**src/rtl/apb_reg_pkg.sv**
```systemverilog
// Shared types and constants for the APB register slave and its register cells.
package apb_reg_pkg;

  localparam int APB_DW = 32;
  localparam int APB_SW = 4;
  localparam int WAIT_W = 4;

  typedef enum logic [1:0] {
    IDLE,
    SETUP,
    ACCESS
  } apb_state_t;

  typedef enum logic [2:0] {
    ERR_NONE,
    ERR_ALIGN,
    ERR_RANGE,
    ERR_RO,
    ERR_PROT
  } apb_err_t;

  // Collapse the individual decode faults into one cause, most basic fault first.
  function automatic apb_err_t classify_err(input logic align_bad,
                                            input logic range_bad,
                                            input logic ro_bad,
                                            input logic prot_bad);
    apb_err_t cause;
    cause = ERR_NONE;
    if (align_bad) begin
      cause = ERR_ALIGN;
    end else if (range_bad) begin
      cause = ERR_RANGE;
    end else if (ro_bad) begin
      cause = ERR_RO;
    end else if (prot_bad) begin
      cause = ERR_PROT;
    end
    return cause;
  endfunction

endpackage

```
**src/rtl/apb_reg_cell.sv**
```systemverilog
// One 32-bit read/write register with a reset value and per-byte write enables.
module apb_reg_cell
  import apb_reg_pkg::*;
#(
  parameter logic [APB_DW-1:0] RST_VAL = '0
) (
  input  logic              pclk,
  input  logic              preset_n,
  input  logic              we,
  input  logic [APB_SW-1:0] strb,
  input  logic [APB_DW-1:0] wdata,
  output logic [APB_DW-1:0] q
);

  genvar gi;
  generate
    for (gi = 0; gi < APB_SW; gi++) begin : g_byte
      logic [7:0] byte_reg;

      // Each byte lane updates only when the write is accepted and its strobe is set.
      always_ff @(posedge pclk or negedge preset_n) begin
        if (!preset_n) begin
          byte_reg <= RST_VAL[gi*8 +: 8];
        end else if (we && strb[gi]) begin
          byte_reg <= wdata[gi*8 +: 8];
        end
      end

      assign q[gi*8 +: 8] = byte_reg;
    end
  endgenerate

endmodule

```
**src/rtl/apb_reg_slave.sv**
```systemverilog
// APB4 completer hosting a bank of 32-bit registers with strobed writes,
// programmable wait states and PSLVERR on bad address, RO write or unprivileged write.
module apb_reg_slave
  import apb_reg_pkg::*;
#(
  parameter int                           NUM_REGS    = 8,
  parameter int                           ADDR_W      = 12,
  parameter int                           WAIT_CYCLES = 0,
  parameter logic [NUM_REGS-1:0]          RO_MASK     = '0,
  parameter logic [NUM_REGS*APB_DW-1:0]   RST_VAL     = '0,
  parameter bit                           PROT_EN     = 1'b0
) (
  input  logic                         pclk,
  input  logic                         preset_n,
  input  logic                         psel,
  input  logic                         penable,
  input  logic                         pwrite,
  input  logic [31:0]                  paddr,
  input  logic [APB_DW-1:0]            pwdata,
  input  logic [APB_SW-1:0]            pstrb,
  input  logic [2:0]                   pprot,
  output logic [APB_DW-1:0]            prdata,
  output logic                         pready,
  output logic                         pslverr,
  output logic [NUM_REGS*APB_DW-1:0]   reg_q,
  input  logic [NUM_REGS*APB_DW-1:0]   hw_status,
  output logic [NUM_REGS-1:0]          wr_pulse,
  output logic [NUM_REGS-1:0]          rd_pulse
);

  localparam int                IDX_W     = ADDR_W - 2;
  localparam logic [WAIT_W-1:0] WAIT_LOAD = WAIT_W'(WAIT_CYCLES);

  apb_state_t          state_reg, state_next;
  logic [WAIT_W-1:0]   cnt_reg, cnt_next;
  logic                capture;

  logic [NUM_REGS-1:0] sel_reg;
  apb_err_t            err_reg;
  logic                write_reg;

  logic [IDX_W-1:0]    idx_live;
  logic [NUM_REGS-1:0] sel_live;
  apb_err_t            err_live;

  logic                        xfer_ok;
  logic [NUM_REGS*APB_DW-1:0]  rd_view;
  logic [APB_DW-1:0]           rd_word;

  // Address bits above the decoded window, the upper protection bits and the
  // status slices of RW registers have no function here.
  logic unused_inputs;
  assign unused_inputs = ^{paddr[31:ADDR_W], pprot[2:1], hw_status};

  // Decode the live bus in the setup cycle; the result is frozen for the access phase.
  assign idx_live = paddr[ADDR_W-1:2];

  genvar gi;
  generate
    for (gi = 0; gi < NUM_REGS; gi++) begin : g_dec
      assign sel_live[gi] = (idx_live == IDX_W'(gi));
    end
  endgenerate

  assign err_live = classify_err(|paddr[1:0],
                                 ~|sel_live,
                                 pwrite & (|(sel_live & RO_MASK)),
                                 PROT_EN & pwrite & ~pprot[0]);

  // State and wait counter; reset aborts any transfer in flight.
  always_ff @(posedge pclk or negedge preset_n) begin
    if (!preset_n) begin
      state_reg <= IDLE;
      cnt_reg   <= '0;
    end else begin
      state_reg <= state_next;
      cnt_reg   <= cnt_next;
    end
  end

  // Hold the setup-cycle decode so address/control changes during ACCESS are ignored.
  always_ff @(posedge pclk or negedge preset_n) begin
    if (!preset_n) begin
      sel_reg   <= '0;
      err_reg   <= ERR_NONE;
      write_reg <= 1'b0;
    end else if (capture) begin
      sel_reg   <= sel_live;
      err_reg   <= err_live;
      write_reg <= pwrite;
    end
  end

  // Next-state and handshake: SETUP is the first access cycle after a captured
  // setup; ACCESS covers the remaining wait-state cycles. PREADY rises only
  // when the counter has drained and the bus is still in its access phase.
  always_comb begin
    state_next = state_reg;
    cnt_next   = cnt_reg;
    capture    = 1'b0;
    pready     = 1'b0;
    case (state_reg)
      IDLE: begin
        if (psel && !penable) begin
          capture    = 1'b1;
          cnt_next   = WAIT_LOAD;
          state_next = SETUP;
        end
      end
      SETUP, ACCESS: begin
        if (!(psel && penable)) begin
          state_next = IDLE;
        end else if (cnt_reg == '0) begin
          pready     = 1'b1;
          state_next = IDLE;
        end else begin
          cnt_next   = cnt_reg - 1'b1;
          state_next = ACCESS;
        end
      end
      default: begin
        state_next = IDLE;
      end
    endcase
  end

  assign xfer_ok  = pready && (err_reg == ERR_NONE);
  assign pslverr  = pready && (err_reg != ERR_NONE);
  assign wr_pulse = {NUM_REGS{xfer_ok &  write_reg}} & sel_reg;
  assign rd_pulse = {NUM_REGS{xfer_ok & ~write_reg}} & sel_reg;

  generate
    for (gi = 0; gi < NUM_REGS; gi++) begin : g_reg
      if (RO_MASK[gi]) begin : g_ro
        assign reg_q[gi*APB_DW +: APB_DW]   = '0;
        assign rd_view[gi*APB_DW +: APB_DW] = hw_status[gi*APB_DW +: APB_DW];
      end else begin : g_rw
        logic [APB_DW-1:0] cell_q;

        apb_reg_cell #(
          .RST_VAL(RST_VAL[gi*APB_DW +: APB_DW])
        ) u_cell (
          .pclk    (pclk),
          .preset_n(preset_n),
          .we      (wr_pulse[gi]),
          .strb    (pstrb),
          .wdata   (pwdata),
          .q       (cell_q)
        );

        assign reg_q[gi*APB_DW +: APB_DW]   = cell_q;
        assign rd_view[gi*APB_DW +: APB_DW] = cell_q;
      end
    end
  endgenerate

  // Read mux over the one-hot select; PRDATA stays zero outside a good read completion.
  always_comb begin
    rd_word = '0;
    for (int i = 0; i < NUM_REGS; i++) begin
      if (sel_reg[i]) begin
        rd_word = rd_word | rd_view[i*APB_DW +: APB_DW];
      end
    end
    prdata = (xfer_ok && !write_reg) ? rd_word : '0;
  end

endmodule

```
**config.mk**
```make
export PLATFORM = sky130hd
export DESIGN_NAME = apb_reg_slave
export DESIGN_NICKNAME = d
export VERILOG_FILES = /design/src/rtl/apb_reg_pkg.sv /design/src/rtl/apb_reg_cell.sv /design/src/rtl/apb_reg_slave.sv
export SDC_FILE = /design/constraint.sdc
export NUM_CORES = 1
export LEC_CHECK = 0
export ABC_AREA = 1
export BUFFER_PORTS_ARGS = -buffer_cell sky130_fd_sc_hd__buf_2
export CORE_AREA = 2 2 247 249
export CTS_CLUSTER_SIZE = 40
export DETAILED_ROUTE_END_ITERATION = 7
export DIE_AREA = 0 0 249 251
export SYNTH_ARGS = -nofsm -noshare
export SYNTH_HDL_FRONTEND = slang
export SYNTH_SLANG_ARGS = --single-unit
```
**constraint.sdc**
```tcl
create_clock -name pclk -period 4.6 [get_ports pclk]
set_clock_uncertainty 0.2 [all_clocks]
set_input_delay 0 -clock pclk [delete_from_list [all_inputs] [get_ports pclk]]
set_output_delay 0 -clock pclk [all_outputs]
set_load 0.01 [all_outputs]
```
Word level (Yosys, flattened, before mapping):

Cells that the tools add are included.

* latch bits: 0
* bits in writable memories: 0
* memories: 0
* logic and storage cells: 135
* output and inout bits: 306
* ROM bits: 0
* bits of input ports: 332
* register bits after elaboration: 274

* magnitude comparators: 0
* div/mod/pow operators: 0
* add/sub/neg operators: 1
* $mul: 0
* eq/ne operators: 12
* mux-type cells: 24
* bitwise operators: 12
* shift operators: 0
* reduce and logical (&&, ||, !) cells: 49

Operators with widths (count)
* $mux 32: 9
* $or 32x32->32: 7
* $eq 10x3->1 const B: 4
* $logic_and 1x1->1: 37
* $eq 10x2->1 const B: 2
* $and 8x8->8: 2
* $mux 4: 3
* $eq 10x1->1 const B: 1
* $logic_not 10->1: 1
* $mux 2: 4
* $pmux 4 s2: 1
* $reduce_or 8->1: 1
* $ne 2x2->1 const B: 3
* $mux 1: 5
* $logic_not 4->1: 1
* $pmux 2 s2: 1
* $reduce_and 4->1: 1
* $reduce_or 2->1: 2
* $sub 4x1->4 const B: 1
* $logic_not 3->1: 1
* $mux 3: 1
* $reduce_bool 3->1: 1
* $and 1x1->1: 2
* $eq 2x1->1 const B: 1
* other kinds (5): 6

Longest topological paths before layout:

* depth in word-level cells: 16
* gate-level depth with buffers: 9
* depth with buffers taken out: 9

By module:

From an unflattened synthesis, not the netlist that was laid out.

* cells, all modules: 1642
* area, all modules: 13070.0 µm²

By module, submodules not included
* apb_reg_cell: seq. area each 800.8 µm², instances 8, cells an instance 140, area an instance 1291.2 µm²
* apb_reg_slave: seq. area each 425.4 µm², instances 1, cells an instance 522, area an instance 2740.1 µm²

Worst setup path before layout:

No wires, ideal clock.

* kind: register to register
* start point: register state_reg[0]
* end point: register g_reg[2].g_rw.u_cell.g_byte[1].byte_reg[0]
* path slack: 2.663 ns
* data arrival time: 1.620 ns
* clock period less this slack: 1.937 ns
* required time: 4.283 ns
* path buffers: 1
* stages on the path, launching flop included: 9
* library setup time: 0.117 ns
* cell sequence: dfrtp_1 -> inv_1 -> ha_1 -> nand3_1 -> nor3_4 -> clkbuf_8 -> nand4_4 -> nand2_1 -> nand2_1

* longest elaborated chain between the ends: 7
* elaborated cells between the ends (all ways): 8
* those cells by class: eq/ne: 2; mux: 1; bitwise: 2; reduce/logical: 3

Ends and longest elaborated chain
* start: declaration: RTL line apb_reg_slave.sv:34 `apb_state_t state_reg, state_next;`
* start signal: assignment: RTL line apb_reg_slave.sv:76 `state_reg <= state_next;`
* $eq 2x1->1 or $eq 2x2->1 (tied branches): RTL line apb_reg_slave.sv:102 `case (state_reg)`
* $reduce_or 2->1 (*): RTL line apb_reg_slave.sv:102
* $mux 1 (*): RTL line apb_reg_slave.sv:102
* $logic_and 1x1->1 (*): RTL line apb_reg_slave.sv:127 `assign xfer_ok = pready && (err_reg == ERR_NONE);`
* $and 1x1->1 (*): RTL line apb_reg_slave.sv:129 `assign wr_pulse = {NUM_REGS{xfer_ok & write_reg}} & sel_reg;`
* $and 8x8->8 (*): RTL line apb_reg_slave.sv:129
* $logic_and 1x1->1 (*): RTL line apb_reg_cell.sv:24 `end else if (we && strb[gi]) begin`
* end signal: assignment: RTL line apb_reg_cell.sv:23 `byte_reg <= RST_VAL[gi*8 +: 8];`
* end signal: assignment: RTL line apb_reg_cell.sv:25 `byte_reg <= wdata[gi*8 +: 8];`
* end: declaration: RTL line apb_reg_cell.sv:18 `logic [7:0] byte_reg;`

Every way passes the cells marked *; elsewhere a longest branch is shown, timed or not.
A chain may end at the register's enable or synchronous reset.

Worst setup path in the final report:

* start point: register state_reg[0]
* end point: register g_reg[2].g_rw.u_cell.g_byte[0].byte_reg[6]

* longest elaborated chain between the ends: 7
* elaborated cells between the ends (all ways): 8
* those cells by class: eq/ne: 2; mux: 1; bitwise: 2; reduce/logical: 3

Ends and longest elaborated chain (RTL line)
* $eq 2x1->1 or $eq 2x2->1 (tied branches): apb_reg_slave.sv:102
* $reduce_or 2->1 (*): apb_reg_slave.sv:102
* $mux 1 (*): apb_reg_slave.sv:102
* $logic_and 1x1->1 (*): apb_reg_slave.sv:127
* $and 1x1->1 (*): apb_reg_slave.sv:129
* $and 8x8->8 (*): apb_reg_slave.sv:129
* $logic_and 1x1->1 (*): apb_reg_cell.sv:24
* end signal: assignment: apb_reg_cell.sv:23
* end signal: assignment: apb_reg_cell.sv:25
* end: declaration: apb_reg_cell.sv:18

Marked as above.

==> impl_metrics.yaml <==
status:
  status: "complete, no violations"
power:
  seqPwrFrac_pct: 45.1
  ir_worst_vdd_uv: 269
  pwr-share-comb_pct: 9.8
  p_int_mw: 4.17
  power_density_nw_per_um2: 329
  power_frac_clock_pct: 45.1
  switchingPower_mw: 1.62
  cellLeakagePower_nw: 9.71
  swShare_pct: 28.0
timing:
  final_max_slew_viol_count: 0
  rsz0062_at_grt: "false"
  slew_headroom_pct: 19.4
  finalHoldViolCount: 0
  fin_crit_ns: 3.93
  fin_tns_setup_ns: 0
  tightest_slew_ns: 1.21
  fmax_mhz: 254
  finalSetupViolations: 0
  post-route-period-util_pct: 85.5
worst_hold_path:
  worstHoldPathCells: 4
  min_to: "g_reg[3].g_rw.u_cell.g_byte[1].byte_reg[4]"
  min_path_type: "primary input to register"
  min_from: "pwdata[12]"
route:
  drt-wirelength-per-cell_um: 19.5
  num_vias: 13400
  first_pass_iters: 6
  drc_errors: 0
  wl_mm: 54.6
  ant_nets: 0
  first_iter_violations: 1263
  routed_via_density: 4.79
worst_setup_path:
  worstReg2RegEnd: "g_reg[2].g_rw.u_cell.g_byte[0].byte_reg[6]"
  arrival_ns: 4.20
  r2r_setup_slack_ns: 0.67
  critPathMaxFanout: 33
  setup.worst_path.end_class: "register"
  crit_required_ns: 4.86
  reg2regPathDepth: 10
  startpoint_type: "register"
  crit_type: "register to register"
  r2r_start: "state_reg[0]"
cts:
  cts_hold_buf: 69
  cts_htree_levels: 2
  cts_tree: "built"
  cts_setup_buffers: 0
  cts_root_buffer: "clkbuf_16"
  cts.repair.resized: 0
  clk_latency_ns: 0.54
  cts_buffer_depth: 3
  cts_sinks: 273
  cts_buffers: 34
  clkSlewWorstSetupHoldPaths_ns: 0.06
global_routing:
  grt_usage_pct: 17.0
  grt_pass1_wl_mm: 82.1
  grt_pass1_vias: 12600
  antenna_found_initial: 0
  grt.overflow.total: 0
  grt_max_degree: 106
placement:
  gp_congestion: 0.829
  portBuffers: 358
  hpwl_mm: 35.6
cells_and_area:
  fin_util_pct: 29.5
  diodes: 0
  largest_reg_flops: 256
  final_nets: 2336
  area_delta_synth_final_pct: 26.6
  layout-drive-gt1-share_pct: 23.8
floorplanning:
  die_area_um2: 62500
  num_io_pins: 638
  start_util_pct: 23.3
  row_count: 90
  coreArea_um2: 59800
  die_x_um: 249
  fp.dieH_um: 251
synth:
  ys_types: 30
  yosys_warnings: 0
  yosysSeqAreaShare_pct: 49.1
  synth-seq-cells: 273
  synthesis.nets: 1994
  synth_area_um2: 13900
  syn_area_per_cell_um2: 8.38
  synthCells: 1659
flow_run:
  cap_violations: 0
## power groups by stage
stage,clock network (mW),logic [mW],registers [mW]
global placement,0,0.518,2.65
CTS,2.66,0.571,2.61
detailed placement,0,0.522,2.65
finish,2.61,0.567,2.61
floorplan,0,0.410,2.58
global route,2.76,0.624,2.62
## placed cells by master, fill, tap and decap left out, drive strengths merged, types with 8 or more instances in the layout
cell type / Yosys / final
o21ai: 10 / 10
clkbuf: 38 / 51
buf: 103 / 379
inv: 23 / 26
nor3: 20 / 20
dlygate4sd3: 0 / 68
nor2: 67 / 67
dfrtp: 273 / 273
nand2: 718 / 718
a31oi: 8 / 8
nand4: 60 / 60
nand3: 288 / 288
a22o: 34 / 34
## worst max-delay path by stage
stage,startpoint,to,slack [ns]
after floorplan,state_reg[0],g_reg[2].g_rw.u_cell.g_byte[1].byte_reg[0],2.66
after global placement,write_reg,g_reg[7].g_rw.u_cell.g_byte[3].byte_reg[0],1.58
after detailed placement,write_reg,g_reg[7].g_rw.u_cell.g_byte[3].byte_reg[5],1.55
after CTS,write_reg,g_reg[2].g_rw.u_cell.g_byte[0].byte_reg[6],0.70
after global routing,state_reg[0],g_reg[2].g_rw.u_cell.g_byte[0].byte_reg[6],0.46
final,state_reg[0],g_reg[2].g_rw.u_cell.g_byte[0].byte_reg[6],0.67
## cells in the mapped netlist, drive strengths merged
| library cell | n | share of area [%] |
|---|---|---|
| a22o | 34 | 2.1 |
| or2 | 1 | 0.045 |
| o21a | 1 | 0.054 |
| nand4 | 60 | 6.0 |
| buf | 103 | 5.9 |
| o21ai | 10 | 0.36 |
| nor2 | 67 | 2.3 |
| clkbuf | 38 | 1.6 |
| nand2 | 718 | 19 |
| ha | 3 | 0.27 |
| o22ai | 3 | 0.13 |
| a21oi | 1 | 0.036 |
| a211oi | 7 | 0.38 |
| nor3 | 20 | 0.80 |
| a31oi | 8 | 0.36 |
| xor2 | 1 | 0.063 |
| inv | 23 | 0.62 |
| nand3 | 288 | 10 |
| dfrtp | 273 | 49 |
## routing by layer
metal	share of wire, %	global-route usage, %	vias up	wire length [um]
met5	0	0	-	0
met4	2.6	4.92	0	1430
met3	9.6	4.42	103	5250
met2	46	27.2	702	24900
met1	42	22.6	6502	23100
li1	-	-	6140	-
## stage by stage
stage	power, mW	setup WS [ns]	instance area, um^2	instances	hold slack, ns
6_report	5.79	0.667	17600	2808	0.139
2_1_floorplan	2.99	2.66	13900	1659	-0.496
5_1_grt	6.00	0.456	17600	2808	0.144
3_3_place_gp	3.17	1.58	15800	2678	-0.125
3_5_place_dp	3.18	1.55	15800	2678	-0.133
4_1_cts	5.84	0.696	17600	2808	0.113
## final cells by class
class / instances / area [um^2]
Clock buffer: 51 / 966
Clock inverter: 10 / 93.8
Fill cell: 6360 / 42200
Inverter: 23 / 86.3
Multi-Input combinational cell: 1222 / 5950
Sequential cell: 273 / 6850
Tap cell: 782 / 978
Timing Repair Buffer: 447 / 2700
## worst max-delay path, stage by stage (launching register included)
cell,delay [ns]
dfrtp_1,0.32
inv_1,0.05
ha_1,0.33
inv_2,0.05
nor2_2,0.17
nand4_4,0.32
nor2_4,0.98
nand3_1,0.14
dlygate4sd3_1,0.62
nand2_1,0.07
dlygate4sd3_1,0.55
## cells by family (layout without fill, tap and decap cells)
kind of cell	count (synthesis)	in the layout	share of synthesized area, %
adder cells (fa/ha/maj)	3	3	0.270
buffers and inverters	164	531	8.14
XOR/XNOR	1	1	0.0630
AND/OR/NAND/NOR	1154	1154	38.9
flip-flops	273	273	49.1
AO/OA/AOI/OAI	64	64	3.46
Power figures use the tool's default switching activity.
